[src/rtl/ysyx_24100005_ifu.sv]
// ysyx_24100005_ifu: single-outstanding instruction fetch feeding a {pc, inst} buffer toward decode
// Define YSYX_24100005_IFU_TRACE_EN to print every instruction handed to decode.
module ysyx_24100005_ifu #(
  parameter int              XLEN       = 32,
  parameter int              ILEN       = 32,
  parameter logic [XLEN-1:0] RESET_PC   = 32'h8000_0000,
  parameter int              FIFO_DEPTH = 2
) (
  input  logic            clk,
  input  logic            rst,
  output logic            imem_req_valid,
  input  logic            imem_req_ready,
  output logic [XLEN-1:0] imem_req_addr,
  input  logic            imem_rsp_valid,
  input  logic [ILEN-1:0] imem_rsp_data,
  input  logic            redirect_valid,
  input  logic [XLEN-1:0] redirect_pc,
  output logic            inst_valid,
  input  logic            inst_ready,
  output logic [ILEN-1:0] inst,
  output logic [XLEN-1:0] inst_pc,
  output logic [XLEN-1:0] pc
);
  localparam int AW = $clog2(FIFO_DEPTH);
  localparam int CW = AW + 1;
  typedef enum logic [1:0] {IDLE, REQ, WAIT, DROP} state_t;
  state_t          r_state, w_state_nxt;
  logic [XLEN-1:0] r_pc, r_addr, w_target;
  logic [ILEN-1:0] r_buf_inst [FIFO_DEPTH];
  logic [XLEN-1:0] r_buf_pc [FIFO_DEPTH];
  logic [AW-1:0]   r_wp, r_rp;
  logic [CW-1:0]   r_count, w_cnt_nxt;
  logic            r_req_valid, w_fire, w_push, w_pop, w_space, w_busy;

  assign w_target  = redirect_pc & ~XLEN'(3);
  assign w_fire    = r_state == REQ && imem_req_ready;
  assign w_push    = r_state == WAIT && imem_rsp_valid && !redirect_valid;
  assign w_pop     = inst_valid && inst_ready;
  assign w_cnt_nxt = r_count + CW'(w_push) - CW'(w_pop);
  assign w_space   = w_cnt_nxt < CW'(FIFO_DEPTH);
  // a request is in flight past this edge, so its response must be swallowed
  assign w_busy    = w_fire || ((r_state == WAIT || r_state == DROP) && !imem_rsp_valid);

  always_comb begin
    w_state_nxt = redirect_valid      ? (w_busy ? DROP : REQ)
                : r_state == IDLE     ? (w_space ? REQ : IDLE)
                : r_state == REQ      ? (imem_req_ready ? WAIT : REQ)
                : r_state == WAIT     ? (imem_rsp_valid ? (w_space ? REQ : IDLE) : WAIT)
                : (imem_rsp_valid ? REQ : DROP);
  end

  always_ff @(posedge clk) begin
    if (rst) begin
      r_state     <= IDLE;
      r_pc        <= RESET_PC;
      r_addr      <= RESET_PC;
      r_req_valid <= 1'b0;
    end else begin
      r_state     <= w_state_nxt;
      r_req_valid <= w_state_nxt == REQ;
      r_pc        <= redirect_valid ? w_target : w_fire ? r_pc + XLEN'(4) : r_pc;
      if (w_fire) r_addr <= r_pc;
    end
  end

  always_ff @(posedge clk) begin
    if (rst || redirect_valid) begin
      r_wp    <= '0;
      r_rp    <= '0;
      r_count <= '0;
    end else begin
      if (w_push) r_wp <= r_wp + AW'(1);
      if (w_pop) r_rp <= r_rp + AW'(1);
      r_count <= w_cnt_nxt;
    end
  end

  always_ff @(posedge clk) begin
    if (w_push) begin
      r_buf_inst[r_wp] <= imem_rsp_data;
      r_buf_pc[r_wp]   <= r_addr;
    end
  end

`ifdef YSYX_24100005_IFU_TRACE_EN
  always_ff @(posedge clk) begin
    if (!rst && w_pop && !redirect_valid) $display("pc=%h inst=%h opcode=%h", inst_pc, inst, inst[6:0]);
  end
`else
`endif

  assign imem_req_valid = r_req_valid;
  assign imem_req_addr  = r_pc;
  assign pc             = r_pc;
  assign inst_valid     = r_count != '0;
  assign inst           = r_buf_inst[r_rp];
  assign inst_pc        = r_buf_pc[r_rp];
endmodule

[config.mk]
export PLATFORM = sky130hd
export DESIGN_NAME = ysyx_24100005_ifu
export DESIGN_NICKNAME = d
export VERILOG_FILES = /design/src/rtl/ysyx_24100005_ifu.sv
export SDC_FILE = /design/constraint.sdc
export NUM_CORES = 1
export LEC_CHECK = 0
export BUFFER_PORTS_ARGS = -buffer_cell sky130_fd_sc_hd__buf_2
export CORE_MARGIN = 4
export CORE_UTILIZATION = 53
export CTS_CLUSTER_SIZE = 28
export DETAILED_ROUTE_END_ITERATION = 10
export PLACE_DENSITY = 0.85
export SLEW_MARGIN = 15
export SYNTH_ARGS = -nofsm -noshare
export SYNTH_HDL_FRONTEND = slang
export SYNTH_SLANG_ARGS = --single-unit
[constraint.sdc]
create_clock -name clk -period 4.4 [get_ports clk]
set_input_delay 0.44 -clock clk [delete_from_list [all_inputs] [get_ports clk]]
set_output_delay 0.44 -clock clk [all_outputs]
set_load 0.005 [all_outputs]
==> impl_metrics.yaml, run 1 <==
status:
  status: "finished clean"
logic_synthesis:
  yosys.area_share.simple_pct: 11.4
  synth-edff-count: 124
  synth-adder-area-share_pct: 0.477
  synth.area.mux_share_pct: 8.88
  synth_top_family_by_area: "simple AND/OR/NAND/NOR gates"
  synth_warnings: 0
  syn-cell-area_sq_um: 7870
  avgSynthCellArea_sq_um: 12.9
  synth-xor-area-share_pct: 1.56
  synth-compound-area-share_pct: 7.27
  synthTopCellsByArea: "edfxtp_1 47%, dfxtp_1 17%, mux2_2 8.9%"
  ys_seq_area_share_pct: 64.6
  ys.flop_type: "edfxtp_1"
  yosys.area.top_type: "edfxtp_1"
  netlist_instances: 611
  synth_async_sr_flop_share_pct: 0
  ys_ff_latch: 192
  synth_cell_types: 51
  yosys.area.top_type_share_pct: 47.3
setup_path:
  timing.rr.end: "imem_req_addr[21]"
  path_depth: 4
  crit_path_start: "imem_req_addr[9]"
  crit_end: "imem_req_addr[21]"
  worstSetupStartpointType: "flip-flop"
  critPathKind: "flip-flop to flip-flop"
  critical_path_buf_inv_count: 0
  worst_path_largest_cell_delay_ns: 0.71
  crit_required_ns: 4.73
  cp_slowest_cell: "or4_1"
  r2r_slack_ns: 1.98
  r2r_start: "imem_req_addr[9]"
  crit_family: "simple AND/OR/NAND/NOR gates"
  crit_chain: "and4_4 -> nand4_2 -> or4_1 -> a311oi_1"
  setup.worst_path.end_class: "flip-flop"
  cp_max_fo: 29
  arrival_ns: 2.76
  r2r_cells: 4
clock_tree:
  clock-sinks: 192
  cts_buffer_depth: 2
  cts_hold_buf: 0
  cts_tree: "done"
  cts_max_level: 4
  cts_resized: 0
  clkTransAtPathRegs_ns: 0.07
  clk_latency_ns: 0.42
  cts_buffers: 17
  cts_setup_buffers: 0
  cts-root-buf: "clkbuf_16"
pwr:
  switching_share_pct: 21.2
  cellLeakagePower_nw: 3.65
  clkPwrFrac_pct: 40.6
  p_per_area_nw_per_um2: 396
  p_switching_mw: 0.782
  pwr-share-comb_pct: 5.1
  seqPwrFrac_pct: 54.4
  power_mw: 3.68
  ir_drop_mv: 0.245
  p_int_mw: 2.90
timing:
  timing.final.hold_violations: 0
  setup_viol: 0
  rsz0062_at_grt: "no"
  whs_ns: 0.210
  skew_ns: 0.0105
  worst_slew_pin_slew_ns: 0.906
  min_period_over_period_pct: 55.1
  final_max_slew_viol_count: 0
  tns_ns: 0
  timing.max_slew.rel_slack_pct: 39.6
  fmax_mhz: 413
  period_minus_slack_ns: 2.42
finish:
  area_growth_pct: 18.2
  fin_area_sq_um: 9300
  layout_common_cells: "191 x buf_2, 124 x edfxtp_1, 71 x nand2_1"
  final_common_cell: "buf_2"
  nNetsFinal: 835
  fillCellCount: 1131
  drive_gt1_share_pct: 38.5
  stdcell_count: 959
  diodes: 0
floorplanning:
  io_pins: 200
  dieWidth_microns: 130
  coreArea_sq_um: 14500
  fp-row-count: 44
  initial_core_util_pct: 54.1
  dieArea_sq_um: 16900
  die_y_microns: 130
route:
  drc_errors: 0
  first_pass_iters: 5
  vias: 5332
  drt_iter0_markers: 262
  postRouteAntennaNets: 0
  routed_wl_mm: 17.0
  wire_per_inst_microns: 17.8
  viasPerCell: 5.56
place:
  dp_hpwl_mm: 11.1
  dp_cells: 927
  place.gp.congestion: 0.813
  place_area_sq_um: 8700
  numPortBuffers: 191
grt:
  grt.overflow.total: 0
  global_route.usage.total_pct: 19.9
  grt_max_degree: 63
  antenna_found_initial: 0
  grt_pass1_wl_mm: 26.0
  grt_pass1_vias: 4984
min_path:
  holdCritPathClass: "primary input to flip-flop"
run:
  drv_cap: 0
area by class of cell:
cell class / count / area (sq um) / area share (%)
flip-flops and latches: 192 / 5090 / 54.7
clock inverters: 7 / 43.8 / 0.471
repair buffers: 196 / 993 / 10.7
well taps: 184 / 230 / 2.48
clock buffers: 25 / 549 / 5.91
multi-input cells: 346 / 2360 / 25.3
inverters: 9 / 33.8 / 0.363
stage by stage:
| step | utilization [%] | worst slack [ns] |
|---|---|---|
| after floorplan | - | 0.536 |
| after global placement | 59.9 | 2.08 |
| after detailed placement | 59.9 | 2.03 |
| after CTS | 64.0 | 2.00 |
| after global routing | 64.0 | 1.84 |
| final | 64.0 | 1.98 |
flip-flops by register name, summed over array words and instances (netlist names), named ones only:
name and count:
r_addr 30, r_rp 1, r_state 2, imem_req_valid 1, r_wp 1, imem_req_addr 30, r_buf_pc 60, r_buf_inst 64
r_count 2
power by group through the flow:
| stage | Sequential, mW | Combinational, mW | Clock (mW) |
|---|---|---|---|
| 2_1_floorplan | 2.02 | 0.118 | 0 |
| 5_1_grt | 2.01 | 0.208 | 1.60 |
| 6_report | 2.00 | 0.187 | 1.49 |
| 4_1_cts | 2.00 | 0.188 | 1.52 |
| 3_5_place_dp | 2.04 | 0.187 | 0 |
| 3_3_place_gp | 2.04 | 0.182 | 0 |
worst min path at each step:
| stage | depth (start not counted) | startpoint | slack, ns | to |
|---|---|---|---|---|
| 2_1_floorplan | 0 | r_addr[10] | 0.43 | r_buf_pc[0][10] |
| 5_1_grt | 1 | imem_rsp_data[28] | 0.19 | r_buf_inst[0][28] |
| 6_report | 1 | imem_rsp_data[22] | 0.21 | r_buf_inst[0][22] |
| 3_5_place_dp | 0 | r_addr[19] | 0.44 | r_buf_pc[1][19] |
| 4_1_cts | 1 | imem_rsp_data[22] | 0.19 | r_buf_inst[0][22] |
| 3_3_place_gp | 0 | r_addr[10] | 0.43 | r_buf_pc[0][10] |
worst reg2reg max path, cell delays in order, from the launching register on:
cell and delay [ns]:
dfxtp_1 0.50, and4_4 0.32, nand4_2 0.54, or4_1 0.71
a311oi_1 0.27
kinds of logic after synthesis:
| kind of cell | after synthesis |
|---|---|
| flip-flops | 192 |
| AND/OR/NAND/NOR | 177 |
| AO/OA/AOI/OAI | 84 |
| buffers and inverters | 78 |
| multiplexers | 62 |
| XOR/XNOR | 14 |
| adder cells (fa/ha/maj) | 3 |
| other | 1 |
per-layer routing:
metal	track usage, %	routed length, microns	vias to the layer above
met1	26.4	7170	2526
met5	0	0	-
met4	7.64	235	0
met3	4.87	1530	20
met2	32.0	8090	265
li1	-	-	2521
synthesized netlist by cell type (all sizes together) (11+ instances only):
| cell type | count |
|---|---|
| edfxtp | 124 |
| nand2 | 72 |
| dfxtp | 68 |
| mux2 | 62 |
| buf | 48 |
| nor2 | 39 |
| a21oi | 32 |
| clkbuf | 21 |
| a311oi | 14 |
| a211oi | 13 |
| nand4 | 12 |
| o31ai | 11 |
| or4 | 11 |
Power figures use the tool's default switching activity.
==> inputs of run 2 (changes only) <==
- clock period: 4.4 -> 2.4 ns (I/O delays scaled with it)
==> impl_metrics.yaml, run 2 (same netlist as run 1, synthesis figures left out) <==
status:
  status: "finished clean"
setup_path:
  r2r_slack_ns: 0.33
  crit_chain: "buf_12 -> mux2_2 -> buf_2"
  worstSetupStartpointType: "flip-flop"
  setup.worst_path.end_class: "output port"
  r2r_start: "imem_req_addr[4]"
  worst_path_largest_cell_delay_ns: 0.68
  timing.rr.end: "imem_req_addr[22]"
  crit_end: "inst[29]"
  r2r_cells: 4
  crit_required_ns: 2.16
  cp_max_fo: 24
  critPathKind: "flip-flop to output port"
  arrival_ns: 1.87
  cp_slowest_cell: "dfxtp_2"
grt:
  grt_pass1_wl_mm: 28.2
  antenna_found_initial: 0
  grt_pass1_vias: 5335
  grt_max_degree: 53
  grt.overflow.total: 0
  global_route.usage.total_pct: 21.7
route:
  postRouteAntennaNets: 0
  wire_per_inst_microns: 18.0
  vias: 5479
  routed_wl_mm: 18.0
  drc_errors: 0
  drt_iter0_markers: 328
  first_pass_iters: 4
  viasPerCell: 5.48
place:
  numPortBuffers: 191
  place.gp.congestion: 0.823
  dp_hpwl_mm: 12.2
clock_tree:
  clk_latency_ns: 0.43
  cts_max_level: 4
  cts_buffer_depth: 2
  cts_tree: "done"
  clock-sinks: 192
  cts_buffers: 17
  cts_setup_buffers: 0
  cts-root-buf: "clkbuf_16"
  clkTransAtPathRegs_ns: 0.06
finish:
  layout_common_cells: "191 x buf_2, 124 x edfxtp_1, 71 x nand2_1"
  final_common_cell: "buf_2"
  drive_gt1_share_pct: 38.4
  diodes: 0
  largest_reg_flops: 64
  nNetsFinal: 876
  area_growth_pct: 24.2
  reg.largest.list: "r_buf_inst x64, r_buf_pc x60"
  top_register: "r_buf_inst"
  fin_util_pct: 67.2
timing:
  skew_ns: 0.00986
  tns_ns: 0
  timing.final.hold_violations: 0
  min_period_over_period_pct: 87.8
  period_minus_slack_ns: 2.11
  timing.max_slew.rel_slack_pct: 63.1
  rsz0062_at_grt: "no"
  setup_viol: 0
  fmax_mhz: 475
  final_max_slew_viol_count: 0
  worst_slew_pin_slew_ns: 0.554
floorplanning:
  dieArea_sq_um: 16900
  coreArea_sq_um: 14500
  die_y_microns: 130
  fp-row-count: 44
  dieWidth_microns: 130
  io_pins: 200
  initial_core_util_pct: 54.1
pwr:
  ir_drop_mv: 0.537
  cellLeakagePower_nw: 3.85
  p_per_area_nw_per_um2: 706
run:
  drv_cap: 0
min_path:
  holdCritPathClass: "primary input to flip-flop"
  hold_start: "imem_rsp_data[12]"
==> run 2: changes by cell type in the layout (fill, tap and decap cells not counted), moves of 2 or more <==
cell           change
clkbuf_16          -3
clkinvlp_4         +4
clkbuf_8           -2
buf_4              +6
buf_12             +7
bufinv_16          +3
dlygate4sd3_1     +28
==> run 2: worst max-delay path: cells and delay by family (launching register included) <==
kind,cells,cell delay [ns]
buffers and inverters,2,0.39
DFF,1,0.68
muxes,1,0.36
==> run 2: worst min path at each step <==
stage	end	slack, ns	depth (start not counted)
3_3_place_gp	r_buf_inst[1][1]	0.43	1
4_1_cts	r_buf_inst[1][12]	0.002	1
2_1_floorplan	r_buf_inst[0][0]	0.34	0
6_report	r_buf_inst[0][12]	0.02	1
3_5_place_dp	r_buf_inst[1][2]	0.43	1
5_1_grt	r_buf_inst[0][12]	0.003	1
==> run 2: power by group <==
group,switching [mW],internal (mW),leakage [nW]
Sequential,0.0924,3.57,1.77
Clock,1.16,1.67,0.283
Combinational,0.208,0.201,1.79
==> run 2: cell type report <==
class,instances,area [sq um]
multi-input combinational,346,2350
clock inverter,13,160
clock buffer,19,443
fill,1090,4770
timing repair buffer,237,1460
inverter,9,33.8
sequential,192,5090
tap,184,230
==> run 2: timing repair <==
action,in CTS,in global routing
endpoints found under the hold margin,55,0
resized for setup,0,0
hold buffers,28,0
==> run 2: metrics by stage <==
step                cells  instance area [sq um]  hold WS, ns  power [mW]  worst slack (ns)
finish               1000                   9770       0.0191        6.90             0.293
global route         1000                   9770      0.00324        7.16             0.178
CTS                  1000                   9770      0.00239        6.96             0.245
detailed placement    940                   8880        0.431        4.11             0.332
global placement      940                   8880        0.427        4.09             0.413
floorplan             616                   7890        0.339        3.93             0.386
==> run 2: routing by layer <==
metal / track usage (%) / vias to the layer above / share of wire (%)
met4: 7.27 / 0 / 1.1
li1: - / 2613 / -
met2: 35.6 / 239 / 48
met5: 0 / - / 0
met3: 5.32 / 16 / 8.9
met1: 28.5 / 2611 / 42
==> inputs of run 3 (changes only) <==
- clock period: 2.4 -> 2.13 ns (I/O delays scaled with it)
==> impl_metrics.yaml, run 3 (same netlist as run 1, synthesis figures left out) <==
finish:
  reg.largest.list: "r_buf_inst x64, r_buf_pc x60"
  largest_reg_flops: 64
  top_register: "r_buf_inst"
  layout_common_cells: "191 x buf_2, 124 x edfxtp_1, 71 x nand2_1"
  fin_area_sq_um: 9940
  drive_gt1_share_pct: 40.9
  diodes: 0
  area_growth_pct: 26.3
  final_common_cell: "buf_2"
  nNetsFinal: 899
  fin_util_pct: 68.4
  stdcell_count: 1023
timing:
  period_minus_slack_ns: 2.09
  skew_ns: 0.0103
  final_max_slew_viol_count: 0
  setup_ws_ns: 0.0388
  tns_ns: 0
  setup_viol: 0
  whs_ns: 0.0447
  min_period_over_period_pct: 98.2
  timing.final.hold_violations: 0
  fmax_mhz: 478
setup_path:
  cp_max_fo: 3
  timing.rr.end: "r_state[0]"
  setup.worst_path.end_class: "flip-flop"
  r2r_start: "r_count[1]"
  r2r_cells: 9
  cp_slowest_cell: "dfxtp_2"
  crit_required_ns: 2.42
  worst_path_largest_cell_delay_ns: 0.32
  crit_chain: "or2_2 -> and2_4 -> ha_1 -> inv_1 -> ha_2 -> xor2_2 -> xnor2_2 -> a221oi_2 -> nor2_1"
  r2r_slack_ns: 0.04
  arrival_ns: 2.39
  critPathKind: "flip-flop to flip-flop"
  worstSetupStartpointType: "flip-flop"
pwr:
  ir_drop_mv: 0.569
  power_mw: 7.80
  p_per_area_nw_per_um2: 784
  cellLeakagePower_nw: 3.95
route:
  routed_wl_mm: 18.3
  drc_errors: 0
  viasPerCell: 5.48
  postRouteAntennaNets: 0
  drt_iter0_markers: 358
  vias: 5604
  wire_per_inst_microns: 17.9
  first_pass_iters: 5
clock_tree:
  cts_tree: "done"
  cts_buffers: 17
  cts-root-buf: "clkbuf_16"
  clk_latency_ns: 0.43
  cts_max_level: 4
  clkTransAtPathRegs_ns: 0.07
  cts_buffer_depth: 2
  clock-sinks: 192
floorplanning:
  io_pins: 200
  dieWidth_microns: 130
  dieArea_sq_um: 16900
  coreArea_sq_um: 14500
  die_y_microns: 130
  initial_core_util_pct: 54.1
  fp-row-count: 44
grt:
  grt_pass1_vias: 5594
  grt_max_degree: 63
  antenna_found_initial: 0
  grt.overflow.total: 0
  grt_pass1_wl_mm: 28.5
  global_route.usage.total_pct: 21.9
place:
  dp_hpwl_mm: 12.1
  place.gp.congestion: 0.841
  numPortBuffers: 191
  place_ws_ns: 0.0906
  dp_cells: 957
  place_area_sq_um: 8960
status:
  status: "finished clean"
run:
  drv_cap: 0
min_path:
  hold_start: "redirect_pc[17]"
  min_delay_worst_endpoint: "imem_req_addr[17]"
  holdCritPathClass: "primary input to flip-flop"
  holdPathStages: 3
-- run 3: per-layer routing --
| metal | up-vias | global-route usage [%] | part of all wire, % |
|---|---|---|---|
| met5 | - | 0 | 0 |
| met4 | 0 | 9.05 | 2.3 |
| met3 | 36 | 6.02 | 8.6 |
| met2 | 252 | 36.3 | 49 |
| met1 | 2651 | 27.2 | 40 |
| li1 | 2665 | - | - |
-- run 3: how the worst max path moves through the flow --
stage                     startpoint                to  cells past startpoint
after floorplan           r_state[0]  r_buf_inst[0][0]                      4
after global placement    r_count[1]        r_state[0]                      9
after detailed placement  r_count[1]        r_state[0]                      9
after CTS                 r_count[1]        r_state[0]                      9
after global routing      r_count[1]        r_state[0]                      9
final                     r_count[1]        r_state[0]                      9
-- run 3: final cells by class --
class / count / area, sq um
clock buffers: 21 / 470
clock inverters: 11 / 128
fillers: 1052 / 4600
inverters: 9 / 33.8
multi-input cells: 346 / 2390
flip-flops and latches: 192 / 5090
well taps: 184 / 230
repair buffers: 260 / 1590
-- run 3: power breakdown --
part           total (mW)  internal [mW]  switching, mW  leakage, nW
Combinational       0.538          0.258          0.281         1.89
Clock                3.16           1.83           1.33        0.291
Sequential           4.09           4.02         0.0729         1.77
Total                7.80           6.11           1.68         3.95
-- run 3: what timing repair did --
| action | CTS | global route |
|---|---|---|
| setup buffers | 0 | 2 |
| hold buffers | 32 | 0 |
| gates resized for setup | 0 | 11 |
| endpoints found under the hold margin | 64 | 0 |
| endpoints found under the setup margin | 0 | 2 |
-- run 3: worst max-delay path, delay by kind of cell, from the launching register on --
family	cells	cell delay (ns)
XOR/XNOR	2	0.35
AO/OA/AOI/OAI	1	0.26
flip-flops	1	0.32
AND/OR/NAND/NOR	3	0.55
buffers and inverters	1	0.04
adder cells (fa/ha/maj)	2	0.43
